--- src/rtl/axi4_lite_pkg.sv ---
// Shared types for the AXI4-Lite command sequencer.
//   PKG_DATA_WIDTH / PKG_ADDR_WIDTH : widths of the downstream axi4_lite_top
//   seq_state_e                     : issue FSM state encoding
//   cmd_t                           : one queued command {write, addr, wdata}
package axi4_lite_pkg;

   localparam int PKG_DATA_WIDTH = 32;
   localparam int PKG_ADDR_WIDTH = 32;

   typedef enum logic [1:0] {
      IDLE  = 2'd0,
      ISSUE = 2'd1,
      WAIT  = 2'd2
   } seq_state_e;

   typedef struct packed {
      logic                      write;
      logic [PKG_ADDR_WIDTH-1:0] addr;
      logic [PKG_DATA_WIDTH-1:0] wdata;
   } cmd_t;

endpackage

--- src/rtl/sync_fifo.sv ---
// Single-clock FIFO with extra-bit read/write pointers.
//   clk, rst     : clock, asynchronous active-high reset
//   push, din    : write when push && !full
//   pop, dout    : dout is the head entry; pop advances when !empty
//   full, empty  : occupancy flags
//   count        : occupancy, 0..DEPTH
module sync_fifo #(
   parameter int WIDTH = 8,
   parameter int DEPTH = 4
) (
   input  logic                     clk,
   input  logic                     rst,
   input  logic                     push,
   input  logic [WIDTH-1:0]         din,
   input  logic                     pop,
   output logic [WIDTH-1:0]         dout,
   output logic                     full,
   output logic                     empty,
   output logic [$clog2(DEPTH):0]   count
);

   localparam int AW = $clog2(DEPTH);

   logic [WIDTH-1:0] mem_q [DEPTH];
   logic [AW:0]      wr_ptr_q, wr_ptr_d;
   logic [AW:0]      rd_ptr_q, rd_ptr_d;
   logic             push_ok;
   logic             pop_ok;

   // Same index with differing wrap bits means the write pointer is a full lap ahead.
   assign full    = (wr_ptr_q[AW] != rd_ptr_q[AW]) && (wr_ptr_q[AW-1:0] == rd_ptr_q[AW-1:0]);
   assign empty   = (wr_ptr_q == rd_ptr_q);
   assign count   = wr_ptr_q - rd_ptr_q;
   assign dout    = mem_q[rd_ptr_q[AW-1:0]];
   assign push_ok = push && !full;
   assign pop_ok  = pop && !empty;

   always_comb begin
      wr_ptr_d = wr_ptr_q;
      rd_ptr_d = rd_ptr_q;
      if (push_ok) wr_ptr_d = wr_ptr_q + 1'b1;
      if (pop_ok)  rd_ptr_d = rd_ptr_q + 1'b1;
   end

   always_ff @(posedge clk or posedge rst) begin
      if (rst) begin
         wr_ptr_q <= '0;
         rd_ptr_q <= '0;
      end else begin
         wr_ptr_q <= wr_ptr_d;
         rd_ptr_q <= rd_ptr_d;
      end
   end

   // Storage needs no reset: an entry is only read after it has been written.
   always_ff @(posedge clk) begin
      if (push_ok) mem_q[wr_ptr_q[AW-1:0]] <= din;
   end

endmodule

--- src/rtl/axi4_lite_cmd_sequencer.sv ---
// Queues read/write commands and issues them one at a time to axi4_lite_top,
// spacing start pulses by a fixed cycle budget and capturing read data a fixed
// number of cycles after each read start.
//   ACLK, ARESET                  : clock, asynchronous active-high reset
//   cmd_valid/ready/write/addr/wdata : command input handshake
//   read_s, write_s, address, W_data : drive axi4_lite_top
//   R_data                        : read data from axi4_lite_top
//   rsp_valid, rsp_addr, rsp_data : one-cycle read response
//   busy, cmd_count               : activity and queue occupancy
//
// state | meaning
// IDLE  | nothing in flight, waiting for a queued command
// ISSUE | start pulse high, command registers hold the popped head
// WAIT  | spacing counter running down before the next issue
module axi4_lite_cmd_sequencer
   import axi4_lite_pkg::*;
#(
   parameter int DATA_WIDTH = PKG_DATA_WIDTH,
   parameter int ADDRESS    = PKG_ADDR_WIDTH,
   parameter int DEPTH      = 4,
   parameter int SPACING    = 8,
   parameter int RD_CAPTURE = 6
) (
   input  logic                    ACLK,
   input  logic                    ARESET,
   input  logic                    cmd_valid,
   output logic                    cmd_ready,
   input  logic                    cmd_write,
   input  logic [ADDRESS-1:0]      cmd_addr,
   input  logic [DATA_WIDTH-1:0]   cmd_wdata,
   output logic                    read_s,
   output logic                    write_s,
   output logic [ADDRESS-1:0]      address,
   output logic [DATA_WIDTH-1:0]   W_data,
   input  logic [DATA_WIDTH-1:0]   R_data,
   output logic                    rsp_valid,
   output logic [ADDRESS-1:0]      rsp_addr,
   output logic [DATA_WIDTH-1:0]   rsp_data,
   output logic                    busy,
   output logic [$clog2(DEPTH):0]  cmd_count
);

   localparam int CW = $clog2(SPACING + 1);
   localparam logic [CW-1:0] SPACE_LOAD = CW'(SPACING - 2);
   localparam logic [CW-1:0] CAP_LOAD   = CW'(RD_CAPTURE - 1);

   cmd_t       fifo_din, fifo_dout;
   logic       fifo_full, fifo_empty, fifo_pop;

   seq_state_e                state_q, state_d;
   logic [CW-1:0]             cnt_q, cnt_d;
   logic [CW-1:0]             cap_cnt_q, cap_cnt_d;
   logic                      cap_busy_q, cap_busy_d;
   logic                      read_s_q, read_s_d;
   logic                      write_s_q, write_s_d;
   logic [ADDRESS-1:0]        address_q, address_d;
   logic [DATA_WIDTH-1:0]     w_data_q, w_data_d;
   logic                      rsp_valid_q, rsp_valid_d;
   logic [ADDRESS-1:0]        rsp_addr_q, rsp_addr_d;
   logic [DATA_WIDTH-1:0]     rsp_data_q, rsp_data_d;
   logic                      start;

   assign fifo_din = '{write: cmd_write, addr: cmd_addr, wdata: cmd_wdata};

   sync_fifo #(
      .WIDTH ($bits(cmd_t)),
      .DEPTH (DEPTH)
   ) u_fifo (
      .clk   (ACLK),
      .rst   (ARESET),
      .push  (cmd_valid),
      .din   (fifo_din),
      .pop   (fifo_pop),
      .dout  (fifo_dout),
      .full  (fifo_full),
      .empty (fifo_empty),
      .count (cmd_count)
   );

   always_comb begin
      state_d     = state_q;
      cnt_d       = cnt_q;
      cap_cnt_d   = cap_cnt_q;
      cap_busy_d  = cap_busy_q;
      address_d   = address_q;
      w_data_d    = w_data_q;
      rsp_addr_d  = rsp_addr_q;
      rsp_data_d  = rsp_data_q;
      read_s_d    = 1'b0;
      write_s_d   = 1'b0;
      rsp_valid_d = 1'b0;
      start       = 1'b0;

      case (state_q)
         IDLE:  if (!fifo_empty) start = 1'b1;
         ISSUE: begin
            state_d = WAIT;
            cnt_d   = SPACE_LOAD;
         end
         WAIT: begin
            if (cnt_q == '0) begin
               if (!fifo_empty) start = 1'b1;
               else             state_d = IDLE;
            end else begin
               cnt_d = cnt_q - 1'b1;
            end
         end
         default: state_d = IDLE;
      endcase

      // address_q still holds the read's address here because the next issue
      // is at least SPACING cycles after the read start.
      if (cap_busy_q) begin
         if (cap_cnt_q == '0) begin
            cap_busy_d  = 1'b0;
            rsp_valid_d = 1'b1;
            rsp_data_d  = R_data;
            rsp_addr_d  = address_q;
         end else begin
            cap_cnt_d = cap_cnt_q - 1'b1;
         end
      end

      // The pop and the pulse are registered on the edge entering ISSUE, so
      // the pulse and its address are both visible during the ISSUE cycle.
      if (start) begin
         state_d   = ISSUE;
         address_d = fifo_dout.addr;
         if (fifo_dout.write) begin
            write_s_d = 1'b1;
            w_data_d  = fifo_dout.wdata;
         end else begin
            read_s_d   = 1'b1;
            cap_busy_d = 1'b1;
            cap_cnt_d  = CAP_LOAD;
         end
      end
   end

   assign fifo_pop = start;

   always_ff @(posedge ACLK or posedge ARESET) begin
      if (ARESET) begin
         state_q     <= IDLE;
         cnt_q       <= '0;
         cap_cnt_q   <= '0;
         cap_busy_q  <= 1'b0;
         read_s_q    <= 1'b0;
         write_s_q   <= 1'b0;
         address_q   <= '0;
         w_data_q    <= '0;
         rsp_valid_q <= 1'b0;
         rsp_addr_q  <= '0;
         rsp_data_q  <= '0;
      end else begin
         state_q     <= state_d;
         cnt_q       <= cnt_d;
         cap_cnt_q   <= cap_cnt_d;
         cap_busy_q  <= cap_busy_d;
         read_s_q    <= read_s_d;
         write_s_q   <= write_s_d;
         address_q   <= address_d;
         w_data_q    <= w_data_d;
         rsp_valid_q <= rsp_valid_d;
         rsp_addr_q  <= rsp_addr_d;
         rsp_data_q  <= rsp_data_d;
      end
   end

   assign cmd_ready = !fifo_full;
   assign read_s    = read_s_q;
   assign write_s   = write_s_q;
   assign address   = address_q;
   assign W_data    = w_data_q;
   assign rsp_valid = rsp_valid_q;
   assign rsp_addr  = rsp_addr_q;
   assign rsp_data  = rsp_data_q;
   assign busy      = (state_q != IDLE) || !fifo_empty;

endmodule

--- config.mk ---
export PLATFORM = sky130hd
export DESIGN_NAME = axi4_lite_cmd_sequencer
export DESIGN_NICKNAME = d
export VERILOG_FILES = /design/src/rtl/axi4_lite_pkg.sv /design/src/rtl/sync_fifo.sv /design/src/rtl/axi4_lite_cmd_sequencer.sv
export SDC_FILE = /design/constraint.sdc
export NUM_CORES = 1
export LEC_CHECK = 0
export ABC_CLOCK_PERIOD_IN_PS = 6500
export BUFFER_PORTS_ARGS = -buffer_cell sky130_fd_sc_hd__buf_4
export CORE_AREA = 3 3 171 173
export CTS_CLUSTER_SIZE = 25
export DETAILED_ROUTE_END_ITERATION = 10
export DIE_AREA = 0 0 174 176
export PLACE_DENSITY = 0.73
export SYNTH_ARGS = -nofsm -noshare
export SYNTH_HDL_FRONTEND = slang
export SYNTH_SLANG_ARGS = --single-unit
--- constraint.sdc ---
create_clock -name ACLK -period 6.5 [get_ports ACLK]
set_input_delay 1.3 -clock ACLK [delete_from_list [all_inputs] [get_ports ACLK]]
set_output_delay 1.3 -clock ACLK [all_outputs]
set_load 0.02 [all_outputs]
==> metrics.md, run 1 <==
| Metric | Value |
|---|---|
| CTS tree | `done` |
| Metal2 WL | `13,900 um` |
| Clk pin slew, worst setup/hold paths | `approximately 0.060 ns` |
| Hold Crit Class | `reg -> reg` |
| Slew margin rel. | `a little under a third` |
| Wire length per cell | `20.8 um` |
| Post-synth EDFFs | `260` |
| # resized after CTS | `0` |
| Actual slew at the worst max-slew pin | `between 1 and 1.5 ns` |
| Setup bufs post-CTS | `0` |
| Maximum vdd drop | `0.311 mV` |
| Slowest CP cell | `dfrtp_4` |
| Overflow after GRT | `0` |
| R2R Path End | `W_data[21]$_DFFE_PP0P_` |
| Clock root cell | `clkbuf_16` |
| Post-Syn Nets | `between 800 and 900` |
| Max-cap violations | `0` |
| Largest stage delay, worst path | `around 1.1 ns` |
| First-pass GRT wire length | `45,500 um` |
| Largest net degree at the start of global routing | `103` |
| Leading area contributor after synthesis | `edfxtp_1` |
| CP startpoint kind | `register` |
| Vias in the first global route | `around 8,000` |
| Maximum root-to-sink buffer count | `3` |
| Detail Route Antenna Nets | `0` |
| Logic pwr share | `34.6%` |
| Synth top area cells | `edfxtp_1 51%, dfrtp_1 24%, mux4_2 9.6%` |
| Pwr per Cell Area | `539 nW/um2` |
| P_int | `0.00697 W` |
| Reg2Reg Setup Slack | `2.87 ns` |
| Cell variety after synth | `36` |
| GPL Wtd Cong | `0.723` |
| Die Wd | `between 150 and 200 um` |
| Period Utilization, post-route | `~60%` |
| Worst R2R Start | `u_fifo.rd_ptr_q[1]$_DFFE_PP0P_` |
| Top-count cell post-synth | `edfxtp_1` |
| Hold Path Origin | `rsp_addr[20]$_DFFE_PP0P_` |
| Routed met3 length | `2190 um` |
| Crit path max fanout | `a little under 70` |
| Metal-1 WL | `12,100 um` |
| CTS Buf Count | `41` |
| Setup-failing EPs final | `0` |
| Final Hold Vio Count | `0` |
| Worst reg2reg path depth | `7` |
| FMAX | `about 260 MHz` |
| Area of the mapped netlist | `15,300 um2` |
| Cells after Synth | `716` |
| Total track usage | `19.0%` |
| CTS sink cnt | `~410` |
| Post-synth top flop | `edfxtp_1` |
| CTS Hold Buffers Added | `0` |
| Status | `finished, final reports clean` |
| Critical Path Start | `u_fifo.rd_ptr_q[1]$_DFFE_PP0P_` |
| Layout Nets | `~1,100` |
| Sequential share of the synthesized area | `approximately three quarters` |
| H-tree depth | `2` |
| Clk Latency, worst-skew pair | `0.53 ns` |
| Area growth syn-to-layout | `23.1%` |
| CP arrival | `~2.6 ns` |
| Fin Setup TNS | `0 ns` |
| #FFs+latches synth | `approximately 410` |
| CP Capture Type | `primary output` |
| WP buf/inv | `2` |
| Via/cell ratio | `5.33` |
| Die Ht | `176 um` |
| Core area | `27,800 um2` |
| Uppermost layer routed | `met4` |
| Share of cells above drive strength 1 | `50.6%` |
| Via Count | `~7,400` |
| Rows | `61` |
| CP cell instances | `inv_1 > ha_1 > and2_1 > nand3_1 > buf_4` |
| Critical path depth | `5` |
| Min Clock Period, post-route | `between 3 and 4 ns` |
| Clock Power Share | `23.9%` |
| First-pass DRT Iterations | `4` |
| Switch Pwr | `0.00318 W` |
| CP endpoint | `busy` |
| HPWL Detailed | `17,200 um` |
| Syn avg cell area | `roughly 21 um2` |
| Skew final | `0.0187 ns` |
| Sw Ratio | `31.4%` |
| Initial Util | `55.1%` |
| WL final | `28,700 um` |
| YS warnings | `0` |
| RSZ-0062 raised after global routing | `false` |
| Commonest cells post-synth | `260 x edfxtp_1, 148 x dfrtp_1, 99 x mux2_2` |
| Max-slew violations | `0` |
| Worst path required time | `about 5.2 ns` |
| Delay-heaviest family, CP | `flip-flops` |
| Power after layout | `0.0102 W` |
| # port buffers | `approximately 240` |
| I/O pin cnt | `236` |
| Leak Pwr | `7.34 nW` |
| Yosys top cell area share | `51.0%` |
| Sequential cell fraction of total power | `41.5%` |
| Remaining DRCs | `0` |
| Antenna violations before repair | `1` |
| Initial drt markers | `~420` |
| Die area | `30,600 um2` |
| Setup CP Type | `reg -> out` |
| Fill cells | `1,858` |
| Post-synth ARST share | `36.3%` |
==> layout make-up <==
type,count,area (um2),share of cell area (%)
well taps,378,473,2.51
multi-input cells,267,3590,19.0
diodes,1,2.50,0.0133
clock inverters,29,318,1.69
inverters,12,50.0,0.266
flip-flops and latches,408,11500,61.2
repair buffers,239,1790,9.53
clock buffers,47,1090,5.79
==> cell usage in the layout, fill, tap and decap left out, types with 2 or more instances in the layout <==
| cell type | instances |
|---|---|
| mux2_4 | 29 |
| and2_4 | 4 |
| inv_6 | 2 |
| clkinv_2 | 10 |
| xor2_1 | 3 |
| buf_4 | 239 |
| nor2b_1 | 2 |
| mux4_2 | 65 |
| xnor2_1 | 5 |
| dfrtp_4 | 2 |
| dfrtp_1 | 146 |
| clkinv_1 | 9 |
| nor3_1 | 2 |
| edfxtp_1 | 260 |
| a21oi_1 | 3 |
| clkbuf_16 | 43 |
| nand2b_1 | 4 |
| inv_1 | 11 |
| mux2_2 | 99 |
| bufinv_16 | 7 |
| nand2_1 | 11 |
| nand3_1 | 3 |
| clkbuf_1 | 4 |
| nor3b_1 | 2 |
| ha_1 | 10 |
| clkinvlp_4 | 2 |
| nor2_1 | 3 |
| o21ai_0 | 6 |
==> power by group through the flow <==
stage	Clock (W)	Sequential [W]	Combinational, W
6_report	0.00243	0.00421	0.00351
5_1_grt	0.00259	0.00432	0.00377
4_1_cts	0.00248	0.00423	0.00358
3_5_place_dp	0	0.00426	0.00357
3_3_place_gp	0	0.00424	0.00350
2_1_floorplan	0	0.00453	0.00203
==> state kept, by name, indices dropped and copies added, names as in the netlist <==
signal / count
u_fifo.mem_q: 260
W_data: 32
address: 32
rsp_addr: 32
rsp_data: 32
cap_cnt_q: 4
cnt_q: 4
u_fifo.rd_ptr_q: 3
u_fifo.wr_ptr_q: 3
state_q: 2
cap_busy_q: 1
read_s: 1
rsp_valid: 1
write_s: 1
==> cells by family after synthesis <==
| group | after synthesis | synth area share [%] |
|---|---|---|
| AOI/OAI and AO/OA | 16 | 0.785 |
| DFF | 408 | 75.2 |
| xor gates and xnor gates | 8 | 0.458 |
| buffers and inverters | 41 | 1.44 |
| adders and majority gates | 11 | 0.949 |
| and+or+nand+nor | 38 | 1.37 |
| muxes | 194 | 19.8 |
==> per-layer routing <==
metal	vias up	GRT usage, %
met5	-	0
met1	3751	25.6
met4	0	4.96
met2	259	30.9
met3	44	5.61
li1	3309	-
==> how the worst min path moves through the flow <==
stage | endpoint | slack, ns | depth (start not counted)
after global routing | rsp_data[27]$_DFFE_PP0P_ | 0.52 | 1
after CTS | rsp_data[20]$_DFFE_PP0P_ | 0.51 | 1
after floorplan | cap_cnt_q[2]$_DFF_PP0_ | 0.49 | 1
after global placement | rsp_data[22]$_DFFE_PP0P_ | 0.49 | 1
after detailed placement | rsp_data[20]$_DFFE_PP0P_ | 0.50 | 1
final | rsp_addr[20]$_DFFE_PP0P_ | 0.51 | 1
==> metrics by stage <==
step           util (%)  setup slack (ns)  area, um2  instances  hold WS [ns]
2_1_floorplan         -              1.22      15300        716         0.491
5_1_grt            67.8              2.35      18800       1380         0.521
6_report           67.8              2.60      18800       1381         0.506
4_1_cts            67.8              2.49      18800       1380         0.510
3_5_place_dp       62.7              2.78      17400       1304         0.497
3_3_place_gp       62.7              2.83      17400       1304         0.490
==> worst register-to-register path, delay by kind of cell (launching register included) <==
kind                       cells  cell delay, ns
muxes                          1            0.48
AOI/OAI and AO/OA              1            0.25
and+or+nand+nor                2            0.73
buffers and inverters          2            0.68
DFF                            1            1.05
adders and majority gates      1            0.32
Power figures use the tool's default switching activity.
==> inputs of run 2 (changes only) <==
--- a/config.mk
+++ b/config.mk
@@ -5,13 +5,14 @@
 export SDC_FILE = /design/constraint.sdc
 export NUM_CORES = 1
 export LEC_CHECK = 0
-export ABC_CLOCK_PERIOD_IN_PS = 6500
+export ABC_AREA = 1
+export ABC_CLOCK_PERIOD_IN_PS = 3100
 export BUFFER_PORTS_ARGS = -buffer_cell sky130_fd_sc_hd__buf_4
-export CORE_AREA = 3 3 171 173
+export CORE_AREA = 3 3 182 184
 export CTS_CLUSTER_SIZE = 25
 export DETAILED_ROUTE_END_ITERATION = 10
-export DIE_AREA = 0 0 174 176
-export PLACE_DENSITY = 0.73
+export DIE_AREA = 0 0 185 187
+export PLACE_DENSITY = 0.71
 export SYNTH_ARGS = -nofsm -noshare
 export SYNTH_HDL_FRONTEND = slang
 export SYNTH_SLANG_ARGS = --single-unit
==> constraint.sdc (replaced) <==
create_clock -name ACLK -period 3.1 [get_ports ACLK]
set_input_delay 0.62 -clock ACLK [delete_from_list [all_inputs] [get_ports ACLK]]
set_output_delay 0.62 -clock ACLK [all_outputs]
set_load 0.02 [all_outputs]
==> run 2 against run 1 <==
- critical path depth decreased by 1
- via count grew 41%
- utilization down 5.7 points
- synthesized cell count rose by 93%
- area after synthesis grew 5.3%
- critical endpoint is now cmd_count[2]
- die area grew 13%
- worst setup slack got worse by 2.3 ns
- highest routed layer is now met5
- sequential share of layout area fell by 2.3 points
- non-clock buffer count is 21 higher
- wire length rose by 20%
- combinational power rose by 140%
- hold slack worse by 0.34 ns
==> metrics.md, run 2 <==
| Metric | Value |
|---|---|
| Maximum root-to-sink buffer count | `3` |
| R2R Path End | `u_fifo.mem_q[1][10]$_DFFE_PP_` |
| Fill cells | `between 2,000 and 2,500` |
| Via Count | `10,376` |
| Post-Syn Nets | `1,494` |
| Pwr per Cell Area | `1100 nW/um2` |
| Antenna diodes | `0` |
| Non-Filler Instances | `between 2,000 and 2,500` |
| Compound-Gate Fraction of Synth Area | `6.41%` |
| Largest net degree at the start of global routing | `84` |
| Mux contribution to synthesized area | `0%` |
| Total track usage | `19.8%` |
| Area growth syn-to-layout | `21.5%` |
| Sequential share of the synthesized area | `71.4%` |
| Top-count cell post-synth | `nand2_1` |
| #FFs+latches synth | `around 410` |
| RSZ-0062 raised after global routing | `false` |
| Vias in the first global route | `10,296` |
| Slowest CP cell | `dfrtp_4` |
| Synth top area cells | `edfxtp_1 48%, dfrtp_1 23%, nand2_1 9.5%` |
| Commonest non-fill, non-tap cell in the layout | `nand2_1` |
| Cell variety after synth | `31` |
| # resized after CTS | `0` |
| HPWL Detailed | `21,400 um` |
| Final instance area | `19,600 um2` |
| Share of cells above drive strength 1 | `between 20% and 30%` |
| Most frequent cells in the layout | `409 x nand2_1, 260 x edfxtp_1, 251 x buf_4, 158 x nor2_1, 147 x dfrtp_1` |
| CTS tree | `done` |
| Clk Latency, worst-skew pair | `about 0.54 ns` |
| Worst path required time | `about 2.5 ns` |
| H-tree depth | `2` |
| XOR/XNOR share of the synthesized area | `0.326%` |
| Cells after Synth | `around 1,400` |
| Final Util | `62.0%` |
| Setup-failing EPs final | `0` |
| Post-Synth Adder-Cell Area | `0.901%` |
| Setup bufs post-CTS | `0` |
| Remaining DRCs | `0` |
| Leak Pwr | `8.52 nW` |
| # port buffers | `about 240` |
| Slew margin rel. | `36.9%` |
| Power after layout | `0.0215 W` |
| Max-cap violations | `0` |
| WL final | `34,500 um` |
| Delay-heaviest family, CP | `adder cells` |
| I/O pin cnt | `236` |
| Crit path max fanout | `20` |
| Worst R2R Start | `u_fifo.rd_ptr_q[0]$_DFFE_PP0P_` |
| Post-synth top flop | `edfxtp_1` |
| Max-slew violations | `0` |
| Post-DP Area | `18,200 um2` |
| Overflow after GRT | `0` |
| Status | `finished, final reports clean` |
| Setup CP Type | `reg -> out` |
| Reg2Reg Setup Slack | `roughly 0.8 ns` |
| CP Capture Type | `primary output` |
| CP arrival | `between 2 and 2.5 ns` |
| Skew final | `0.0207 ns` |
| Critical Path Start | `u_fifo.rd_ptr_q[0]$_DFFE_PP0P_` |
| Detail Route Antenna Nets | `0` |
| Actual slew at the worst max-slew pin | `roughly 0.95 ns` |
| Final Hold Vio Count | `0` |
| Via/cell ratio | `5.06` |
| GPL Wtd Cong | `about 0.77` |
| CTS sink cnt | `408` |
| Syn avg cell area | `~12 um2` |
| Maximum vdd drop | `~0.65 mV` |
| Largest family of logic cells by synthesized area | `simple AND/OR/NAND/NOR gates` |
| Post-Synth Simple-Gate Area | `16.2%` |
| Antenna violations before repair | `2` |
| FMAX | `355 MHz` |
| Initial drt markers | `694` |
| YS warnings | `0` |
| Initial Util | `between 50% and 60%` |
| CTS Hold Buffers Added | `0` |
| Period Utilization, post-route | `90.9%` |
| Die Ht | `187 um` |
| Hold Crit Class | `in -> async` |
| First-pass DRT Iterations | `5` |
| Die area | `approximately 35,000 um2` |
| Layout Nets | `1,726` |
| Commonest cells post-synth | `409 x nand2_1, 260 x edfxtp_1, 162 x nor2_1` |
| Clk pin slew, worst setup/hold paths | `0.06 ns` |
| CP cell instances | `ha_1 > fa_1 > xor2_1 > buf_4` |
| Area of the mapped netlist | `16,100 um2` |
| CTS Buf Count | `42` |
| Worst reg2reg path depth | `5` |
| WP buf/inv | `1` |
| Die Wd | `185 um` |
| Leading area contributor after synthesis | `edfxtp_1` |
| Post-synth EDFFs | `260` |
| Rows | `65` |
| Min Clock Period, post-route | `2.82 ns` |
| Number of flip-flops in the largest register | `260` |
| CP startpoint kind | `register` |
| Wire length per cell | `16.8 um` |
| Largest stage delay, worst path | `0.59 ns` |
| Post-synth ARST share | `a little over a third` |
| Yosys top cell area share | `around 48%` |
| First-pass GRT wire length | `54,600 um` |
| Clock root cell | `clkbuf_16` |
| Core area | `31,600 um2` |
| Placed insts | `1,973` |
## run 2: where the power goes
part | total [W] | internal (W) | switching (W)
clock | 0.00480 | 0.00282 | 0.00198
combinational | 0.00839 | 0.00285 | 0.00553
sequential | 0.00832 | 0.00756 | 0.000762
total | 0.0215 | 0.0132 | 0.00828
## run 2: kinds of logic (layout without fill, tap and decap cells)
kind of cell | after synthesis | count (layout)
simple gates | 630 | 630
xor+xnor | 6 | 6
buf+inv | 148 | 414
flops | 408 | 408
compound gates | 180 | 180
fa+ha+maj | 11 | 11
## run 2: worst max path at each step
stage                                     to  slack (ns)  depth (start not counted)
2_1_floorplan   u_fifo.mem_q[1][0]$_DFFE_PP_       -0.61                          8
3_3_place_gp   u_fifo.mem_q[0][25]$_DFFE_PP_        0.84                          5
3_5_place_dp   u_fifo.mem_q[0][25]$_DFFE_PP_        0.82                          5
4_1_cts                         cmd_count[2]        0.26                          4
5_1_grt                         cmd_count[2]        0.15                          4
6_report                        cmd_count[2]        0.28                          4
## run 2: per-layer routing
| metal | GRT usage, % | part of all wire [%] | wire, um |
|---|---|---|---|
| met3 | 4.80 | 6.7 | 2320 |
| met4 | 5.08 | 2.2 | 756 |
| met1 | 27.1 | 45 | 15400 |
| met5 | 0 | 0.090 | 31 |
| met2 | 32.1 | 46 | 16000 |
## run 2: through the flow
| stage | setup TNS (ns) | worst slack [ns] | hold slack (ns) |
|---|---|---|---|
| 4_1_cts | 0 | 0.264 | 0.161 |
| 3_3_place_gp | 0 | 0.836 | 0.454 |
| 5_1_grt | 0 | 0.153 | 0.180 |
| 3_5_place_dp | 0 | 0.821 | 0.460 |
| 6_report | 0 | 0.281 | 0.163 |
| 2_1_floorplan | -119.92 | -0.615 | 0.495 |
## run 2: cell type report
cell class / instances / area, um2 / share of cell area (%)
flip-flops and latches: 408 / 11500 / 58.8
multi-input cells: 827 / 3870 / 19.8
repair buffers: 260 / 2060 / 10.5
clock buffers: 59 / 1170 / 6.00
well taps: 402 / 503 / 2.57
inverters: 76 / 294 / 1.50
clock inverters: 19 / 158 / 0.805
## run 2: worst reg2reg max path: cells and delay by family, from the launching register on
family | cells | cell delay (ns)
fa+ha+maj | 1 | 0.39
buf+inv | 1 | 0.28
flops | 1 | 0.59
simple gates | 3 | 0.69
==> inputs of run 3 (changes only) <==
--- a/config.mk
+++ b/config.mk
@@ -5,14 +5,14 @@
 export SDC_FILE = /design/constraint.sdc
 export NUM_CORES = 1
 export LEC_CHECK = 0
-export ABC_AREA = 1
-export ABC_CLOCK_PERIOD_IN_PS = 3100
+export ABC_AREA = 0
+export ABC_CLOCK_PERIOD_IN_PS = 3500
 export BUFFER_PORTS_ARGS = -buffer_cell sky130_fd_sc_hd__buf_4
-export CORE_AREA = 3 3 182 184
+export CORE_AREA = 3 3 171 173
 export CTS_CLUSTER_SIZE = 25
 export DETAILED_ROUTE_END_ITERATION = 10
-export DIE_AREA = 0 0 185 187
-export PLACE_DENSITY = 0.71
+export DIE_AREA = 0 0 174 176
+export PLACE_DENSITY = 0.73
 export SYNTH_ARGS = -nofsm -noshare
 export SYNTH_HDL_FRONTEND = slang
 export SYNTH_SLANG_ARGS = --single-unit
==> constraint.sdc (replaced) <==
create_clock -name ACLK -period 3.5 [get_ports ACLK]
set_input_delay 0.7 -clock ACLK [delete_from_list [all_inputs] [get_ports ACLK]]
set_output_delay 0.7 -clock ACLK [all_outputs]
set_load 0.02 [all_outputs]
==> run 3 against run 2 <==
- cell count down 32%
- sequential share of layout area increased by 1.9 points
- utilization rose by 6.2 points
- highest routed layer unchanged
- global-route usage decreased by 0.22 points
==> metrics.md, run 3 (synthesized netlist as in run 1, its figures left out) <==
| Metric | Value |
|---|---|
| Status | `finished, final reports clean` |
| Share of cells above drive strength 1 | `51.1%` |
| Die area | `30,600 um2` |
| Vias in the first global route | `7,964` |
| Metal2 WL | `14,400 um` |
| GPL Wtd Cong | `0.735` |
| Die Ht | `176 um` |
| Setup CP Type | `reg -> reg` |
| Clk pin slew, worst setup/hold paths | `roughly 0.060 ns` |
| Actual slew at the worst max-slew pin | `0.801 ns` |
| First-pass GRT wire length | `46,700 um` |
| Maximum vdd drop | `0.755 mV` |
| Worst reg2reg path depth | `4` |
| Overflow after GRT | `0` |
| Metal-1 WL | `12,500 um` |
| Fin Setup TNS | `0 ns` |
| # port buffers | `235` |
| CTS sink cnt | `408` |
| Number of flip-flops in the largest register | `260` |
| Max-slew violations | `0` |
| Max-cap violations | `0` |
| Hold Crit Class | `in -> async` |
| WL final | `about 30,000 um` |
| Slew margin rel. | `46.6%` |
| Uppermost layer routed | `met5` |
| Initial drt markers | `456` |
| Layout Nets | `1,093` |
| Clock root cell | `clkbuf_16` |
| RSZ-0062 raised after global routing | `false` |
| Routed met3 length | `2200 um` |
| Fin Hold WS | `0.317 ns` |
| Worst path required time | `about 3.9 ns` |
| Clk Latency, worst-skew pair | `0.52 ns` |
| Min Clock Period, post-route | `2.85 ns` |
| Detail Route Antenna Nets | `0` |
| CP arrival | `between 3 and 4 ns` |
| Initial Util | `a little under three fifths` |
| Remaining DRCs | `0` |
| CTS Buf Count | `40` |
| Total track usage | `19.6%` |
| FMAX | `351 MHz` |
| Wire length per cell | `21.2 um` |
| Core area | `27,800 um2` |
| Setup bufs post-CTS | `0` |
| First-pass DRT Iterations | `4` |
| Via/cell ratio | `5.42` |
| Rows | `61` |
| Antenna violations before repair | `1` |
| CTS tree | `done` |
| Crit path max fanout | `53` |
| H-tree depth | `2` |
| CP Capture Type | `register` |
| Most frequent cells in the layout | `260 x edfxtp_1, 243 x buf_4, 146 x dfrtp_1, 99 x mux2_2, 65 x mux4_2` |
| Commonest non-fill, non-tap cell in the layout | `edfxtp_1` |
| Setup-failing EPs final | `0` |
| Leak Pwr | `7.40 nW` |
| Final Util | `68.2%` |
| Area growth syn-to-layout | `23.9%` |
| Maximum root-to-sink buffer count | `3` |
| # resized after CTS | `0` |
| I/O pin cnt | `236` |
| Via Count | `7,545` |
| Pwr per Cell Area | `about 990 nW/um2` |
| CP startpoint kind | `register` |
| Reg2Reg Setup Slack | `0.65 ns` |
| HPWL Detailed | `18,800 um` |
| Die Wd | `approximately 170 um` |
| Skew final | `0.0143 ns` |
| CTS Hold Buffers Added | `0` |
| Period Utilization, post-route | `about four fifths` |
| Largest net degree at the start of global routing | `68` |
| Antenna diodes | `0` |
| Final Hold Vio Count | `0` |
==> run 3: path summary, 6_finish.rpt <==
| check | from | end |
|---|---|---|
| min in group ACLK | cmd_wdata[30] | u_fifo.mem_q[3][30]$_DFFE_PP_ |
| worst max-delay path | u_fifo.rd_ptr_q[1]$_DFFE_PP0P_ | W_data[29]$_DFFE_PP0P_ |
| max in group asynchronous | ARESET | rsp_addr[9]$_DFFE_PP0P_ |
| worst max register to register | u_fifo.rd_ptr_q[1]$_DFFE_PP0P_ | W_data[29]$_DFFE_PP0P_ |
| worst min-delay path | ARESET | rsp_data[18]$_DFFE_PP0P_ |
| worst min register to register | rsp_addr[6]$_DFFE_PP0P_ | rsp_addr[6]$_DFFE_PP0P_ |
==> run 3: cell type report <==
type                    count  area [um2]
flip-flops and latches    408       11500
repair buffers            253        2020
well taps                 378         473
clock inverters            20         209
multi-input cells         267        3590
inverters                  12        48.8
clock buffers              53        1100
fillers                  1857        8820
==> run 3: layer usage <==
metal  up-vias  track usage [%]
li1       3328                -
met1      3916             27.9
met2       261             31.0
met3        38             5.29
met4         2             4.05
met5         -                0
==> run 3: worst max-delay path, stage by stage, from the launching register on <==
cell and delay, ns:
dfrtp_4 0.58, buf_4 0.63, mux4_2 0.46, nand2_4 0.55, mux2_2 0.41
==> run 3: metrics by stage <==
step / power, W / std cells / cell area [um2] / setup WS [ns]
final: 0.0188 / 1391 / 19000 / 0.651
after global routing: 0.0198 / 1391 / 19000 / 0.521
after CTS: 0.0191 / 1391 / 19000 / 0.654
after detailed placement: 0.0148 / 1318 / 17700 / 0.649
after global placement: 0.0146 / 1318 / 17700 / 0.680
after floorplan: 0.0122 / 716 / 15300 / 0.198
==> run 3: power breakdown <==
part           internal [W]  total [W]  switching (W)  leakage [nW]
registers           0.00680    0.00757       0.000773          4.14
logic               0.00353    0.00701        0.00348          2.61
clock network       0.00252    0.00423        0.00171         0.645
